File: config.mk
export PLATFORM = sky130hd
export DESIGN_NAME = sram_arbiter
export DESIGN_NICKNAME = d
export VERILOG_FILES = /design/src/rtl/sram_arb_pkg.sv /design/src/rtl/sram_arb_pick.sv /design/src/rtl/sram_arbiter.sv
export SDC_FILE = /design/constraint.sdc
export NUM_CORES = 1
export LEC_CHECK = 0
export CELL_PAD_IN_SITES_DETAIL_PLACEMENT = 0
export CELL_PAD_IN_SITES_GLOBAL_PLACEMENT = 1
export CORE_UTILIZATION = 30
export DETAILED_ROUTE_END_ITERATION = 16
export MAX_ROUTING_LAYER = met4
export PLACE_DENSITY = 0.89
export REMOVE_ABC_BUFFERS = 1
export SETUP_SLACK_MARGIN = 0.1
export SLEW_MARGIN = 20
export SYNTH_ARGS = -nofsm -noshare
export SYNTH_HDL_FRONTEND = slang
export SYNTH_SLANG_ARGS = --single-unit
File: constraint.sdc
create_clock -name wb_clk_i -period 2.21 [get_ports wb_clk_i]
set_input_delay 0.442 -clock wb_clk_i [delete_from_list [all_inputs] [get_ports wb_clk_i]]
set_output_delay 0.442 -clock wb_clk_i [all_outputs]
set_load 0.005 [all_outputs]
File: src/rtl/sram_arb_pkg.sv
// Shared constants for the two-requester SRAM arbiter: default macro geometry
// and requester indices.
package sram_arb_pkg;

  localparam int ADDR_W_DEFAULT = 6;
  localparam int DATA_W_DEFAULT = 8;

  localparam int NUM_REQ     = 2;
  localparam int REQ_QCPU    = 0;
  localparam int REQ_MC14500 = 1;

endpackage

File: src/rtl/sram_arb_pick.sv
// Combinational winner selection between the two eligible requesters:
// fixed priority favours qcpu, round-robin favours whoever did not win last.
module sram_arb_pick
  import sram_arb_pkg::*;
(
  input  logic [1:0] eligible,
  input  logic       last_winner,
  input  logic       prio_fixed,
  output logic       valid,
  output logic       winner
);

  always_comb begin
    valid  = |eligible;
    winner = 1'(REQ_QCPU);
    case (eligible)
      2'b01:   winner = 1'(REQ_QCPU);
      2'b10:   winner = 1'(REQ_MC14500);
      2'b11:   winner = prio_fixed ? 1'(REQ_QCPU) : ~last_winner;
      default: winner = 1'(REQ_QCPU);
    endcase
  end

endmodule

File: src/rtl/sram_arbiter.sv
// Arbitrates one single-port SRAM macro between qcpu (0) and mc14500 (1).
// Grant and macro controls are registered one cycle after arbitration; read data returns the cycle after that.
module sram_arbiter
  import sram_arb_pkg::*;
#(
  parameter int ADDR_W = ADDR_W_DEFAULT,
  parameter int DATA_W = DATA_W_DEFAULT
) (
  input  logic                   wb_clk_i,
  input  logic                   wb_rst_i,
  input  logic [1:0]             en,
  input  logic                   prio_fixed,
  input  logic [1:0]             req,
  input  logic [1:0]             we,
  input  logic [1:0][ADDR_W-1:0] addr,
  input  logic [1:0][DATA_W-1:0] wdata,
  output logic [1:0]             gnt,
  output logic [1:0]             rvalid,
  output logic [1:0][DATA_W-1:0] rdata,
  output logic                   sram_cen,
  output logic                   sram_gwe,
  output logic [ADDR_W-1:0]      sram_addr,
  output logic [DATA_W-1:0]      sram_din,
  input  logic [DATA_W-1:0]      sram_dout
);

  logic [1:0]             gnt_q, gnt_d;
  logic [1:0]             rd_pend_q, rd_pend_d;
  logic [1:0]             rvalid_q, rvalid_d;
  logic [1:0][DATA_W-1:0] rdata_q, rdata_d;
  logic                   cen_q, cen_d;
  logic                   gwe_q, gwe_d;
  logic [ADDR_W-1:0]      addr_q, addr_d;
  logic [DATA_W-1:0]      din_q, din_d;
  logic                   last_winner_q, last_winner_d;

  logic [1:0] eligible;
  logic       pick_valid;
  logic       pick_winner;

  // A requester granted this cycle sits out the next arbitration.
  assign eligible = req & en & ~gnt_q;

  sram_arb_pick u_pick (
    .eligible    (eligible),
    .last_winner (last_winner_q),
    .prio_fixed  (prio_fixed),
    .valid       (pick_valid),
    .winner      (pick_winner)
  );

  always_comb begin
    gnt_d         = '0;
    rd_pend_d     = '0;
    rvalid_d      = rd_pend_q;
    rdata_d       = rdata_q;
    cen_d         = 1'b1;
    gwe_d         = 1'b1;
    addr_d        = addr_q;
    din_d         = din_q;
    last_winner_d = last_winner_q;

    for (int i = 0; i < NUM_REQ; i++) begin
      if (rvalid_q[i]) rdata_d[i] = sram_dout;
    end

    if (pick_valid) begin
      gnt_d[pick_winner] = 1'b1;
      cen_d              = 1'b0;
      gwe_d              = ~we[pick_winner];
      addr_d             = addr[pick_winner];
      last_winner_d      = pick_winner;
      if (we[pick_winner]) din_d = wdata[pick_winner];
      else                 rd_pend_d[pick_winner] = 1'b1;
    end
  end

  always_ff @(posedge wb_clk_i) begin
    if (wb_rst_i) begin
      gnt_q         <= '0;
      rd_pend_q     <= '0;
      rvalid_q      <= '0;
      rdata_q       <= '0;
      cen_q         <= 1'b1;
      gwe_q         <= 1'b1;
      addr_q        <= '0;
      din_q         <= '0;
      last_winner_q <= 1'b1;
    end else begin
      gnt_q         <= gnt_d;
      rd_pend_q     <= rd_pend_d;
      rvalid_q      <= rvalid_d;
      rdata_q       <= rdata_d;
      cen_q         <= cen_d;
      gwe_q         <= gwe_d;
      addr_q        <= addr_d;
      din_q         <= din_d;
      last_winner_q <= last_winner_d;
    end
  end

  assign gnt       = gnt_q;
  assign rvalid    = rvalid_q;
  assign sram_cen  = cen_q;
  assign sram_gwe  = gwe_q;
  assign sram_addr = addr_q;
  assign sram_din  = din_q;

  // The macro presents read data in the rvalid cycle; pass it through then,
  // and hold the captured copy until the next read for that requester.
  always_comb begin
    for (int i = 0; i < NUM_REQ; i++) begin
      rdata[i] = rvalid_q[i] ? sram_dout : rdata_q[i];
    end
  end

endmodule

-- Word-level counts from Yosys, hierarchy flattened
Cells that the tools add are included.
- register bits: 39
- output and inout bits: 36
- word-level logic and storage cells: 38
- order comparisons: 2
- equality and inequality tests: 2
- muxes and demuxes: 13
- bitwise logic cells: 6
- reduce and logical (&&, ||, !) cells: 5
- operators by type and width (cell ; count):
    $mux W8 ; 4
    $mux W6 ; 2
    $mux W1 ; 5
    $and A2 B2 Y2 ; 2
    $eq A2 B2 Y1 const B ; 2
    $reduce_or A2 Y1 ; 2
    $not A1 Y1 ; 3
    $reduce_or A3 Y1 ; 1
    $lt A1 B2 Y1 const B ; 1
    $not A2 Y2 ; 1
    $pmux W1 S2 ; 1
    $reduce_and A2 Y1 ; 1
    $demux W1 S1 ; 1
    $ge A1 B1 Y1 const B ; 1
    $logic_and A1 B1 Y1 ; 1

-- Logic depth before layout (Yosys ltp)
Gate-level depths: netlist of run 1.
- word-level depth: 8
- mapped depth: 6
- mapped depth without buffers: 4

-- Hierarchy
From an unflattened synthesis of run 1, not the netlist that was laid out.
- cell total of the unflattened synthesis: 143
- area, all modules: 1581.5 um^2
- modules (own cells, without submodules) (module ; instances ; cells each ; area an instance (um^2) ; seq. area each (um^2)):
    sram_arbiter ; 1 ; 140 ; 1564.0 ; 780.7
    sram_arb_pick ; 1 ; 3 ; 17.5 ; 0.0

-- Least setup slack after synthesis of run 1
No wires, ideal clock.
- path kind: input-to-reg
- from: in prio_fixed
- to: reg din_q[0] (netlist: sram_din[0])
- library setup time: 119 ps
- data arrival time: 1499 ps
- required time: 2091 ps
- slack: 593 ps
- cell stages on the path: 6
- cell sequence: or2_1 -> o211a_1 -> buf_6 -> a21o_1 -> buf_6 -> o221a_1
- longest elaborated chain between the ends: 5
- elaborated cells between the ends (all ways): 7
- RTL lines (item ; line ; source):
    start: declaration ; sram_arbiter.sv:12 ; input logic prio_fixed,
    $mux W1 (*) ; sram_arb_pick.sv:19 ; 2'b11: winner = prio_fixed ? 1'(REQ_QCPU) : ~last_winner;
    $pmux W1 S2 (*) ; sram_arb_pick.sv:16 ; case (eligible)
    $mux W1 (implied by the code) (2 in series) ; sram_arbiter.sv:73 ; if (we[pick_winner]) din_d = wdata[pick_winner];
    $reduce_and A2 Y1 (no source line) ; n/a ;
    end signal: assignment ; sram_arbiter.sv:97 ; din_q <= din_d;
    end: declaration ; sram_arbiter.sv:34 ; logic [DATA_W-1:0] din_q, din_d;
Every way passes the cells marked *; elsewhere a longest branch is shown, timed or not. The select of a mux whose other input is x is not followed.
A chain may end at the register's enable or synchronous reset.

==> flow_summary.ini, run 1 <==
[worst_setup_path]
cp_max_fo = 2
startpoint_type = primary input
crit_top_cell = clkdlybuf4s50_1
endpoint_kind = output port
cp.required_ns = 1.77
critPathTopFamily = buffers and inverters
r2r_slack_ns = 0.71
path_buf_inv = 2
crit_chain = clkdlybuf4s50_1 -> mux2_2 -> clkdlybuf4s50_1
slowest_stage = clkdlybuf4s50_1
worstSetupPathType = primary input to output port
cpPeakStageDelay_ns = 0.45
cp.arrival_ns = 1.60

[layout]
antenna_cells = 0
fin_nets = 274
stdcell_count = 297
multi_input_area_um2 = 666
fin_util_pct = 51.5
seq_area_um2 = 783
drive_gt1_share_pct = 13.5
nFillCells = 489
final_cell_area_um2 = 2480
area_delta_synth_final_pct = 62.0

[placed_design]
io_buffer_count = 80
post_dp_cell_area_um2 = 2390
dp_hpwl_um = 2610
place_inst = 289
dpl_worst_slack_ns = 0.157
globalplace.congestion = 0.654

[cts]
ctsRootBufferMaster = clkbuf_8
cts_sinks = 39
path_clk_slew_ns = 0.08
worstSkewPairLatency_ns = 0.28
cts_tree = done
clk_path_buf_depth = 2
htreeDepth = 2
cts_buffers = 5

[power_and_ir_drop]
power.leakage_nw = 0.993
ir_drop_mv = 0.292
power-per-cell-area_nw_per_um2 = 593

[routing]
num_vias = 1308
avgViaCountPerCell = 4.40
remaining_drc_errors = 0
wl_per_cell_um = 12.0
drtPass1Iterations = 4
drtIter0Drc = 31
wirelength_um = 3550
ant_nets = 0

[floorplan]
row_count = 25
pin_count = 81
die_y_um = 73.4
dieArea_um2 = 5390
coreArea_um2 = 4820
die_x_um = 73.4
start_util_pct = 31.8

[grt]
grtUsageMet3_pct = 3.84
antenna_found_initial = 0
grt.met1_usage_pct = 16.5
grt_max_degree = 22
grt-busiest-layer = met2
overflow = 0
grtUsageTotal_pct = 14.3
first_global_vias = 1255
grt_pass1_wl_um = 5670
use_met2_pct = 24.0

[sta]
fin_setup_tns_ns = 0
finalHoldViolations = 0
worst_pin_slew_ns = 0.418
slew_violations = 0
rsz0062_at_grt = no
period_minus_slack_ns = 2.05
fmax_mhz = 489
max_slew_margin_pct = 72.1
layout_setup_ws_ns = 0.163
setup_viol = 0
fin_skew_ns = 0.00384
min_period_over_period_pct = 92.6

[run]
drv_cap = 0

[logic_synthesis]
yosysSeqAreaShare_pct = 51.0
synth_cells = 148
ys_types = 23
synth_warnings = 0
ys_ff_latch = 39
synthesis.area_um2 = 1530
avgSynthCellArea_um2 = 10.3

[worst_hold_path]
min_path_type = flop to flop

[status]
status = completed
## sequential cells by signal, summed over array words and instances (netlist names)
name	cells
gnt	2
last_winner_q	1
rd_pend_q	2
rdata_q	16
rvalid	2
sram_addr	6
sram_cen	1
sram_din	8
sram_gwe	1
## metal layers
layer	vias to the layer above	routed length, µm	share of wire [%]
met4	0	44	1.2
met2	42	1730	49
met5	-	0	0
met1	592	1600	45
met3	7	173	4.9
li1	667	-	-
## placed cells by master, fill, tap and decap left out
cell             instances
or2b_1                   1
nand3b_4                 1
nor2_1                   8
buf_4                    4
o211a_1                  1
or2_1                    1
nor3_1                   2
inv_1                    8
nand2_1                 14
clkinvlp_4               1
nand2b_1                 1
clkbuf_8                 5
nor2b_1                 18
clkbuf_1                 1
clkinv_2                 1
a311oi_1                 6
nand3b_1                 1
o221a_1                  8
a311o_1                  1
a21o_1                   1
clkdlybuf4s50_1         80
and3b_1                  1
a21oi_1                  9
dfxtp_2                  2
dfxtp_1                 37
a21o_2                   1
mux2_2                  16
## logic make-up (layout without fill, tap and decap cells)
group / after synthesis / in the layout / share of synthesized area (%)
compound gates: 27 / 27 / 14.6
flops: 39 / 39 / 51.0
mux: 16 / 16 / 11.8
buf+inv: 18 / 100 / 5.48
simple gates: 48 / 48 / 17.1
## power by group
| group | internal, mW | switching (mW) |
|---|---|---|
| logic | 0.169 | 0.0849 |
| registers | 0.737 | 0.0170 |
| clock network | 0.220 | 0.241 |
| total | 1.13 | 0.343 |
## cells in the mapped netlist
| cell | count | area (µm²) |
|---|---|---|
| mux2_2 | 16 | 180 |
| or2_1 | 1 | 6.26 |
| clkbuf_1 | 7 | 26.3 |
| and3b_1 | 1 | 8.76 |
| a21o_2 | 1 | 8.76 |
| a21o_1 | 1 | 7.51 |
| or2b_1 | 1 | 7.51 |
| a311o_1 | 1 | 10.0 |
| nor2_1 | 8 | 30.0 |
| nor3_1 | 2 | 10.0 |
| dfxtp_1 | 39 | 781 |
| buf_6 | 2 | 22.5 |
| o211a_1 | 1 | 10.0 |
| o221a_1 | 8 | 90.1 |
| nand3b_1 | 1 | 7.51 |
| inv_1 | 8 | 30.0 |
| nand2b_1 | 1 | 6.26 |
| a21oi_1 | 9 | 45.0 |
| buf_2 | 1 | 5.00 |
| a311oi_1 | 6 | 52.6 |
| nand3b_4 | 1 | 20.0 |
| nor2b_1 | 18 | 113 |
| nand2_1 | 14 | 52.6 |
## final timing paths
kind	startpoint	to	cells past startpoint
min reg2reg	rd_pend_q[0]	rvalid[0]	1
max	sram_dout[3]	rdata[3]	3
min	rd_pend_q[0]	rvalid[0]	1
max reg2reg	last_winner_q	sram_gwe	4
## repair_timing
action	in CTS	in global routing
endpoints found under the hold margin	0	0
hold buffers	0	0
setup buffers	0	0
endpoints found under the setup margin	16	0
gates resized for setup	2	0
## metrics by stage
stage                     hold WS [ns]  power (mW)
after floorplan                  0.414       0.846
after global placement           0.430        1.02
after detailed placement         0.426        1.03
after CTS                        0.436        1.49
after global routing             0.454        1.55
final                            0.441        1.47
## area by class of cell
| class | instances | area share (%) |
|---|---|---|
| clock buffers | 6 | 2.93 |
| clock inverters | 2 | 0.505 |
| inverters | 8 | 1.21 |
| multi-input cells | 91 | 26.9 |
| flip-flops and latches | 39 | 31.6 |
| well taps | 67 | 3.38 |
| repair buffers | 84 | 33.5 |
(Power assumes the default switching activity.)
==> run 2: changes to the inputs <==
--- a/config.mk
+++ b/config.mk
@@ -7,10 +7,11 @@
 export LEC_CHECK = 0
 export CELL_PAD_IN_SITES_DETAIL_PLACEMENT = 0
 export CELL_PAD_IN_SITES_GLOBAL_PLACEMENT = 1
+export CORE_ASPECT_RATIO = 0.7
 export CORE_UTILIZATION = 30
 export DETAILED_ROUTE_END_ITERATION = 16
 export MAX_ROUTING_LAYER = met4
-export PLACE_DENSITY = 0.89
+export PLACE_DENSITY_LB_ADDON = 0.08
 export REMOVE_ABC_BUFFERS = 1
 export SETUP_SLACK_MARGIN = 0.1
 export SLEW_MARGIN = 20
==> flow_summary.ini, run 2 (synthesis results as in run 1) <==
[sta]
worst_pin_slew_ns = 0.425
slew_violations = 0
fmax_mhz = 493
setup_viol = 0
period_minus_slack_ns = 2.03
min_period_over_period_pct = 91.9
max_slew_margin_pct = 71.6
rsz0062_at_grt = no
hold_slack_ns = 0.440
fin_skew_ns = 0.00283
fin_setup_tns_ns = 0
finalHoldViolations = 0

[worst_setup_path]
cp.arrival_ns = 1.59
crit_top_cell = clkdlybuf4s50_1
startpoint_type = primary input
path_buf_inv = 2
cp.required_ns = 1.77
cpPeakStageDelay_ns = 0.45
crit_chain = clkdlybuf4s50_1 -> mux2_2 -> clkdlybuf4s50_1
slowest_stage = clkdlybuf4s50_1
worstSetupPathType = primary input to output port
endpoint_kind = output port
cp_max_fo = 2
critPathTopFamily = buffers and inverters

[cts]
cts_tree = done
ctsRootBufferMaster = clkbuf_8
worstSkewPairLatency_ns = 0.29
htreeDepth = 2
path_clk_slew_ns = 0.07
cts_sinks = 39
clk_path_buf_depth = 2
cts_buffers = 5

[worst_hold_path]
min_path_type = flop to flop

[run]
drv_cap = 0

[power_and_ir_drop]
power.leakage_nw = 1.02
ir_drop_mv = 0.270
power-per-cell-area_nw_per_um2 = 673

[routing]
avgViaCountPerCell = 4.47
ant_nets = 0
drtIter0Drc = 42
num_vias = 1333
wirelength_um = 3720
remaining_drc_errors = 0
drtPass1Iterations = 4
wl_per_cell_um = 12.5

[layout]
final_cell_mix = clkdlybuf4s50_1, dfxtp_1, nor2b_1, mux2_2, nand2_1
fin_nets = 273
top_register = rdata_q
area_delta_synth_final_pct = 65.6
nFillCells = 456
largest_register_ffs = 16
antenna_cells = 0
final_common_cell = clkdlybuf4s50_1
drive_gt1_share_pct = 13.1

[placed_design]
dp_hpwl_um = 2710
io_buffer_count = 80
globalplace.congestion = 0.800

[floorplan]
die_x_um = 87.4
coreArea_um2 = 4830
start_util_pct = 31.7
dieArea_um2 = 5390
die_y_um = 61.8
row_count = 21
pin_count = 81

[status]
status = completed

[grt]
overflow = 0
grt_max_degree = 38
first_global_vias = 1285
grtUsageTotal_pct = 15.0
grt_pass1_wl_um = 5840
antenna_found_initial = 0
[run 2: metal layers]
metal	track usage [%]	part of all wire, %	wire [µm]
met5	-	0	0
met4	5.62	1.1	40
met3	4.62	7.0	260
met2	25.3	47	1750
met1	17.1	45	1660
[run 2: power breakdown]
| part | internal (mW) | total [mW] | switching, mW |
|---|---|---|---|
| clock network | 0.451 | 0.694 | 0.243 |
| logic | 0.170 | 0.257 | 0.0869 |
| registers | 0.737 | 0.754 | 0.0174 |
[run 2: what timing repair did]
action                                 in CTS  in global routing
setup endpoints to repair                  16                  0
gates resized for setup                     2                  0
setup buffers                               0                  0
hold buffers                                0                  0
endpoints found under the hold margin       0                  0
[run 2: worst paths after layout]
check,from,cells past startpoint,slack (ns),endpoint
worst max-delay path,sram_dout[2],3,0.18,rdata[2]
worst min-delay path,rd_pend_q[1],1,0.44,rvalid[1]
worst max register to register,last_winner_q,4,0.71,sram_gwe
worst min register to register,rd_pend_q[1],1,0.44,rvalid[1]
[run 2: final cells by class]
cell class                 count  area [µm²]  share of cell area [%]
timing repair buffer          83         836                    33.0
multi-input combinational     91         666                    26.3
tap                           69        86.3                    3.41
sequential                    39         783                    30.9
inverter                       8        30.0                    1.19
clock inverter                 2        60.1                    2.37
clock buffer                   6        72.6                    2.86
[run 2: worst reg2reg max path, stage by stage (launching register included)]
cell and delay, ns:
dfxtp_1 0.31, or2_1 0.25, a21oi_1 0.25, a21o_1 0.33, or2b_1 0.25
[run 2: metrics by stage]
step / cells / utilization (%) / worst slack [ns] / cell area, µm² / total power [mW]
6_report: 298 / 52.4 / 0.180 / 2530 / 1.70
5_1_grt: 298 / 52.4 / 0.111 / 2530 / 1.78
4_1_cts: 298 / 52.4 / 0.162 / 2530 / 1.73
3_5_place_dp: 290 / 49.6 / 0.177 / 2400 / 1.03
3_3_place_gp: 290 / 49.6 / 0.174 / 2400 / 1.02
2_1_floorplan: 138 / - / 0.407 / 1480 / 0.846
==> run 3: changes to the inputs <==
--- a/config.mk
+++ b/config.mk
@@ -5,14 +5,14 @@
 export SDC_FILE = /design/constraint.sdc
 export NUM_CORES = 1
 export LEC_CHECK = 0
-export CELL_PAD_IN_SITES_DETAIL_PLACEMENT = 0
-export CELL_PAD_IN_SITES_GLOBAL_PLACEMENT = 1
+export CELL_PAD_IN_SITES_DETAIL_PLACEMENT = 2
+export CELL_PAD_IN_SITES_GLOBAL_PLACEMENT = 2
 export CORE_ASPECT_RATIO = 0.7
-export CORE_UTILIZATION = 30
+export CORE_UTILIZATION = 24
 export DETAILED_ROUTE_END_ITERATION = 16
+export HOLD_SLACK_MARGIN = 0.06
 export MAX_ROUTING_LAYER = met4
 export PLACE_DENSITY_LB_ADDON = 0.08
-export REMOVE_ABC_BUFFERS = 1
 export SETUP_SLACK_MARGIN = 0.1
 export SLEW_MARGIN = 20
 export SYNTH_ARGS = -nofsm -noshare
==> flow_summary.ini, run 3 (synthesis results as in run 1) <==
[status]
status = completed

[worst_setup_path]
crit_chain = clkdlybuf4s50_1 -> mux2_2 -> clkdlybuf4s50_1
cp.arrival_ns = 1.62
crit-reg2reg-capture = sram_gwe
endpoint_kind = output port
cp_max_fo = 2
cpPeakStageDelay_ns = 0.47
reg2reg_depth = 4
r2r_slack_ns = 0.62
r2r-start = last_winner_q
crit_top_cell = clkdlybuf4s50_1
worstSetupPathType = primary input to output port
cp.required_ns = 1.77
startpoint_type = primary input
slowest_stage = clkdlybuf4s50_1

[routing]
route.met2.wl_um = 2640
remaining_drc_errors = 0
wl_met1_um = 2260
top_layer = met4
num_vias = 1378
drtPass1Iterations = 3
routed-wl-met3_um = 228
wl_per_cell_um = 17.0
ant_nets = 0
avgViaCountPerCell = 4.53
wirelength_um = 5160
drtIter0Drc = 21

[power_and_ir_drop]
ir_drop_mv = 0.210
power.leakage_nw = 0.995
p_clk_share_pct = 31.6
switching_share_pct = 24.9
p_comb_share_pct = 17.7
p_int_mw = 1.12
pwr-share-seq_pct = 50.6
p_sw_mw = 0.370
power-per-cell-area_nw_per_um2 = 599
total_power_mw = 1.49

[floorplan]
start_util_pct = 25.8
row_count = 23
die_y_um = 68.8
dieArea_um2 = 6700
pin_count = 81
die_x_um = 97.4
coreArea_um2 = 5930

[layout]
antenna_cells = 0
stdcell_count = 304
largest_register_ffs = 16
drive_gt1_share_pct = 13.5
final_cell_mix = clkdlybuf4s50_1, dfxtp_1, nor2b_1, mux2_2, nand2_1
top_register = rdata_q
final_common_cell = clkdlybuf4s50_1
nFillCells = 626
area_delta_synth_final_pct = 62.4
fin_nets = 273

[placed_design]
dp_hpwl_um = 3920
globalplace.congestion = 0.758
dpl_worst_slack_ns = 0.0835
io_buffer_count = 80
place_inst = 296

[worst_hold_path]
hold_start = rd_pend_q[1]
hold_depth = 1
hold_path_end = rvalid[1]
min_path_type = flop to flop

[sta]
fin_skew_ns = 0.00498
period_minus_slack_ns = 2.07
setup_viol = 0
hold_slack_ns = 0.443
worst_pin_slew_ns = 0.445
slew_violations = 0
fmax_mhz = 484
layout_setup_ws_ns = 0.144
fin_setup_tns_ns = 0
finalHoldViolations = 0
max_slew_margin_pct = 70.3
rsz0062_at_grt = yes
min_period_over_period_pct = 93.5

[run]
drv_cap = 0

[cts]
cts_sinks = 39
worstSkewPairLatency_ns = 0.29
cts_setup_buffers = 0
ctsRootBufferMaster = clkbuf_8
cts_tree = done
path_clk_slew_ns = 0.08
hold_buffers = 0
cts_buffers = 5
clk_path_buf_depth = 2
htreeDepth = 2

[grt]
grt_pass1_wl_um = 8070
grt_max_degree = 38
grtUsageTotal_pct = 16.6
first_global_vias = 1566
antenna_found_initial = 0
overflow = 0

[logic_synthesis]
syn-num-nets = 193
## run 3: changes by cell type in the layout (fill, tap and decap cells not counted), sizes merged
cell,before,now
bufinv,2,0
clkbuf,6,5
clkinv,0,3
## run 3: final cells by class
class | count | area (µm²) | share of cell area [%]
multi-input cells | 91 | 666 | 26.8
flip-flops and latches | 39 | 788 | 31.7
inverters | 8 | 30.0 | 1.21
clock inverters | 3 | 15.0 | 0.604
well taps | 75 | 93.8 | 3.78
repair buffers | 83 | 823 | 33.1
clock buffers | 5 | 68.8 | 2.77
## run 3: how the worst max path moves through the flow
stage	from	end	slack, ns
detailed placement	prio_fixed	sram_din[7]	0.08
global placement	sram_dout[2]	rdata[2]	0.18
floorplan	prio_fixed	sram_din[0]	0.59
CTS	rvalid[0]	rdata[0]	0.10
global route	sram_dout[6]	rdata[6]	0.1
finish	sram_dout[6]	rdata[6]	0.14
## run 3: worst max-delay path: cells and delay by family
| kind | cells | cell delay (ns) |
|---|---|---|
| buffers and inverters | 2 | 0.90 |
| multiplexers | 1 | 0.29 |
## run 3: metrics by stage
step                util [%]  area (µm²)
detailed placement      40.4        2390
finish                  41.9        2480
global route            41.9        2480
global placement        40.4        2390
CTS                     41.8        2480
floorplan                  -        1530
## run 3: power by group through the flow
stage | Clock [mW] | Combinational [mW] | Sequential (mW)
2_1_floorplan | 0 | 0.0916 | 0.769
3_3_place_gp | 0 | 0.253 | 0.770
3_5_place_dp | 0 | 0.268 | 0.773
4_1_cts | 0.494 | 0.270 | 0.756
5_1_grt | 0.524 | 0.287 | 0.759
6_report | 0.471 | 0.264 | 0.754
## run 3: per-layer routing
| metal | global-route usage (%) | vias up |
|---|---|---|
| met2 | 29.5 | 39 |
| met4 | 4.96 | 0 |
| met5 | - | - |
| li1 | - | 667 |
| met3 | 4.54 | 2 |
| met1 | 18.8 | 670 |
## run 3: repair_timing
action / CTS / global route
endpoints found under the setup margin: 16 / 16
gates cloned: 0 / 0
resized for setup: 2 / 2
